[src/rtl/rr_onehot_encoder.sv]
// rtl/rr_onehot_encoder.sv - sequential N-to-log2(N) request encoder with round-robin or fixed-priority issue
module rr_onehot_encoder #(
    parameter int N     = 8,
    parameter int IDX_W = 3,
    parameter bit RR    = 1'b1
) (
    input  logic             clk,
    input  logic             resetn,
    input  logic [N-1:0]     in,
    input  logic             in_valid,
    output logic [IDX_W-1:0] out,
    output logic [N-1:0]     out_onehot,
    output logic             out_valid,
    input  logic             out_ready,
    output logic [IDX_W:0]   pend_cnt,
    output logic             busy
);

    logic [N-1:0]     pending_q, pending_d;
    logic [IDX_W-1:0] ptr_q, ptr_d;
    logic [IDX_W-1:0] out_q, out_d;
    logic [N-1:0]     onehot_q, onehot_d;
    logic             valid_q, valid_d;

    logic [N-1:0]     cand;
    logic             load;
    logic [IDX_W-1:0] scan_base;
    logic [IDX_W-1:0] scan_idx;
    logic [IDX_W-1:0] sel_idx;
    logic             sel_found;
    logic [N-1:0]     sel_onehot;
    logic [IDX_W:0]   cnt;

    // Candidate set merges held requests with this cycle's input so a fresh bit can issue immediately.
    always_comb begin
        cand = pending_q | (in_valid ? in : '0);
        load = (!valid_q || out_ready) && (cand != '0);
    end

    // Scan the candidates starting at the rotating pointer (or at 0 in fixed-priority mode); first hit wins.
    always_comb begin
        scan_base = (RR != 1'b0) ? ptr_q : '0;
        scan_idx  = '0;
        sel_idx   = '0;
        sel_found = 1'b0;
        for (int i = 0; i < N; i++) begin
            scan_idx = scan_base + IDX_W'(i);
            if (!sel_found && cand[scan_idx]) begin
                sel_found = 1'b1;
                sel_idx   = scan_idx;
            end
        end
        sel_onehot = {{(N-1){1'b0}}, 1'b1} << sel_idx;
    end

    // Next-state: issue on load, otherwise absorb input into pending and drain the output if consumed.
    always_comb begin
        pending_d = cand;
        ptr_d     = ptr_q;
        out_d     = out_q;
        onehot_d  = onehot_q;
        valid_d   = valid_q;
        if (load) begin
            out_d     = sel_idx;
            onehot_d  = sel_onehot;
            valid_d   = 1'b1;
            ptr_d     = sel_idx + 1'b1;
            pending_d = cand & ~sel_onehot;
        end else if (out_ready) begin
            valid_d  = 1'b0;
            onehot_d = '0;
        end
    end

    // State registers; reset discards everything pending or held.
    always_ff @(posedge clk or negedge resetn) begin
        if (!resetn) begin
            pending_q <= '0;
            ptr_q     <= '0;
            out_q     <= '0;
            onehot_q  <= '0;
            valid_q   <= 1'b0;
        end else begin
            pending_q <= pending_d;
            ptr_q     <= ptr_d;
            out_q     <= out_d;
            onehot_q  <= onehot_d;
            valid_q   <= valid_d;
        end
    end

    // Population count of pending requests; the index held on out is not part of pending.
    always_comb begin
        cnt = '0;
        for (int i = 0; i < N; i++) begin
            cnt = cnt + {{IDX_W{1'b0}}, pending_q[i]};
        end
    end

    assign out        = out_q;
    assign out_onehot = onehot_q;
    assign out_valid  = valid_q;
    assign pend_cnt   = cnt;
    assign busy       = valid_q | (pending_q != '0);

endmodule

[config.mk]
export PLATFORM = sky130hd
export DESIGN_NAME = rr_onehot_encoder
export DESIGN_NICKNAME = d
export VERILOG_FILES = /design/src/rtl/rr_onehot_encoder.sv
export SDC_FILE = /design/constraint.sdc
export NUM_CORES = 1
export LEC_CHECK = 0
export CORE_AREA = 2 2 81 83
export CTS_BUF_LIST = sky130_fd_sc_hd__clkbuf_16
export DETAILED_ROUTE_END_ITERATION = 7
export DIE_AREA = 0 0 83 85
export PLACE_DENSITY = 0.7
export SLEW_MARGIN = 10
export SYNTH_ARGS = -nofsm -noshare
export SYNTH_HDL_FRONTEND = slang
export SYNTH_SLANG_ARGS = --single-unit
[constraint.sdc]
create_clock -name clk -period 8.5 [get_ports clk]
set_clock_uncertainty 0.15 [all_clocks]
set_input_delay 2.55 -clock clk [delete_from_list [all_inputs] [get_ports clk]]
set_output_delay 2.55 -clock clk [all_outputs]
set_load 0.01 [all_outputs]
==> run_results.csv <==
group,metric,value,unit
place,dp_cells,347,
final_layout,final_layout_size_suffix_gt1_frac,0.161,
yosys,synth_cell_types,66,
cts,cts.sinks,23,
yosys,avgSynthCellArea,9.52,um2
drt,viasPerCell,5.82,
final_layout,area_growth,17.2,%
drt,antenna_left,0,
final_layout,final_cell_count_no_fill,351,
cts,holdBufCountCts,0,
yosys,syn-cell-area,2390,um2
global_route,grt_max_degree,31,
setup_path,worstPathCellList,"fa_1 -> inv_1 -> fa_1 -> fa_1 -> inv_1 -> ha_1 -> fa_1 -> xor2_1 -> clkdlybuf4s50_1",
cts,cts_buffers,3,
floorplan,initial_core_util,0.385,
yosys,postSynthCellCount,251,
sta,min_period,6.31,ns
yosys,synthMuxAreaShare,0.162,
place,dp_hpwl,4540,um
setup_path,worst-path-max-fanout,7,
setup_path,critPathKind,"reg2out",
sta,final-setup-viol-count,0,
sta,fmax,158,MHz
global_route,grt_pass1_vias,2022,
yosys,synth_edf_count,0,
yosys,synthArstFlopShare,1.00,
cts,cts-root-buf,"clkbuf_16",
floorplan,core,6200,um2
global_route,antenna_found_initial,0,
yosys,syn_nets,277,
global_route,grt_overflow_total,0,
cts,clk_pin_slew,0.06,ns
yosys,synth_top_family_by_area,"compound AO/OA/AOI/OAI gates",
setup_path,cp.required,5.80,ns
setup_path,slowest_stage,"clkdlybuf4s50_1",
sta,fin_crit_sh,0.743,
yosys,synth_compound_area_frac,0.306,
drt,num_vias,2044,
sta,tightestPinTransition,0.981,ns
global_route,grtUsageTotal,0.170,
final_layout,fill_cells,597,
yosys,synth_xor_area_frac,0.0183,
drt,drtPass1Iterations,4,
setup_path,cp-end-kind,"primary output",
yosys,synth_warnings,0,
setup_path,slowest_delay,0.56,ns
yosys,ys_ff_latch,23,
yosys,ys_seq_area_frac,0.241,
place,globalplace.congestion,0.969,
setup_path,reg2regPathDepth,13,
floorplan,die_x,83,um
cts,postCtsSetupBuffers,0,
yosys,synth_fa_ha_area_frac,0.0859,
sta,rsz0062_at_grt,"no",
floorplan,die_area,7060,um2
yosys,yosys_most_used_dff,"dfrtp_1",
sta,maxSlewHeadroom,0.344,
cts,cts_tree,"yes",
sta,tns,0,ns
setup_path,start_kind,"flop",
drt,wire_per_inst,16.7,um
sta,hold_violations,0,
final_layout,regArea,576,um2
setup_path,crit_arrival,3.61,ns
drt,routed_wirelength,5880,um
sta,timing.hold.ws,0.334,ns
run_status,status,"finished, final reports clean",
worst_hold_path,min_path_type,"reg2reg",
flow_run,maxCapViolCount,0,
final_layout,nNetsFinal,301,
floorplan,std_cell_rows,29,
cts,cts_buffer_depth,2,
final_layout,diodes,0,
worst_hold_path,hold_depth,2,
cts,htreeDepth,1,
place,io_buffer_count,28,
floorplan,pin_count,29,
floorplan,die_h,85,um
drt,drc,0,
cts,post_cts_resized,0,
global_route,grt_pass1_wl,10100,um
setup_path,cpMostUsedCell,"fa_1",
drt,drtIter0Drc,224,
sta,drv_slew,0,
cts,clkLatencyLatePin,0.25,ns
yosys,synthSimpleGateAreaFrac,0.128,
final_layout,multiInputGateArea,1670,um2
==> Yosys cell counts, types with 2 or more instances <==
library cell | instances | area share
nand2_1 | 14 | 0.022
o21ai_0 | 7 | 0.015
a211oi_1 | 7 | 0.022
buf_2 | 3 | 0.0063
mux2_1 | 2 | 0.0094
nor4_1 | 3 | 0.0079
a22o_1 | 6 | 0.022
mux2_4 | 6 | 0.038
nor2b_1 | 5 | 0.013
a21oi_2 | 5 | 0.018
nand4_1 | 3 | 0.0079
nand2b_1 | 2 | 0.0052
ha_1 | 10 | 0.052
buf_6 | 2 | 0.0094
clkbuf_1 | 5 | 0.0079
dfrtp_1 | 23 | 0.24
xnor2_1 | 2 | 0.0073
o31ai_1 | 3 | 0.0094
a31oi_1 | 2 | 0.0052
mux4_2 | 6 | 0.057
and2_1 | 8 | 0.021
o21a_1 | 2 | 0.0063
a22oi_1 | 2 | 0.0063
a21oi_1 | 26 | 0.054
nor2_1 | 16 | 0.025
nor3_1 | 3 | 0.0063
xor2_1 | 3 | 0.011
a41oi_1 | 2 | 0.0073
a2111oi_4 | 2 | 0.023
mux2i_1 | 8 | 0.034
nand3_1 | 2 | 0.0042
fa_1 | 4 | 0.034
inv_1 | 18 | 0.028
mux2_2 | 4 | 0.019
a221oi_2 | 3 | 0.019
and3_1 | 2 | 0.0052
==> worst paths after layout <==
path,start,end,slack (ns)
max reg2reg,ptr_q[1],out_onehot[1],4.09
max in group asynchronous,resetn,pending_q[4],4.91
min in group asynchronous,resetn,out_onehot[0],2.69
min,out_onehot[4],out_onehot[4],0.33
max,pending_q[1],pend_cnt[2],2.19
min reg2reg,out_onehot[4],out_onehot[4],0.33
==> sequential cells by signal, summed over array words and instances (netlist names) <==
name        count
out_onehot      8
pending_q       8
out             3
ptr_q           3
out_valid       1
==> layout make-up <==
type                            count  area share
Clock inverter                      1     0.00134
Clock buffer                        3      0.0268
Tap cell                           77      0.0344
Sequential cell                    23       0.206
Multi-Input combinational cell    197       0.597
Inverter                           19      0.0264
Timing Repair Buffer               31       0.108
==> cell families after synthesis <==
logic type                 Yosys count
AOI/OAI and AO/OA                   89
DFF                                 23
buffers and inverters               31
xor gates and xnor gates             5
adders and majority gates           14
and+or+nand+nor                     62
muxes                               27
==> placed cells by master, fill, tap and decap left out, drive strengths merged, types with 2 or more instances in the layout <==
| cell | n |
|---|---|
| nor2b | 5 |
| fa | 4 |
| a21oi | 31 |
| and3 | 2 |
| nor3 | 3 |
| a41oi | 2 |
| or2 | 2 |
| nor4 | 3 |
| clkdlybuf4s50 | 28 |
| mux2i | 9 |
| o41ai | 2 |
| a2111oi | 3 |
| xor2 | 3 |
| a22oi | 2 |
| nand2 | 14 |
| a221oi | 4 |
| nand4 | 3 |
| nor2 | 17 |
| o21a | 2 |
| nand2b | 2 |
| and2 | 8 |
| a22o | 6 |
| buf | 3 |
| mux2 | 12 |
| clkbuf | 3 |
| mux4 | 6 |
| xnor2 | 2 |
| o31ai | 3 |
| nand3 | 2 |
| ha | 10 |
| o21ai | 9 |
| dfrtp | 23 |
| inv | 20 |
| a211oi | 9 |
| a31oi | 3 |
==> critical path: cells and delay by family (launching register included) <==
kind | cells | cell delay (ns)
adders and majority gates | 5 | 2.05
buffers and inverters | 3 | 0.66
DFF | 1 | 0.50
xor gates and xnor gates | 1 | 0.15
==> per-stage QoR <==
stage                      util  worst slack (ns)  cell area, um2
after floorplan               -              3.06            2390
after global placement    0.439              2.31            2720
after detailed placement  0.439              2.27            2720
after CTS                 0.451              2.16            2800
after global routing      0.451              2.06            2800
final                     0.451              2.19            2800
==> layer usage <==
layer	up-vias	part of all wire	track usage
met1	974	0.46	0.240
met2	59	0.48	0.290
met4	0	0.018	0.0432
met5	-	0	0
li1	998	-	-
met3	13	0.041	0.00681
Power is left out: the tool's default activity adds up to more than one toggle a clock period on the data nets, which glitch-free logic cannot reach.
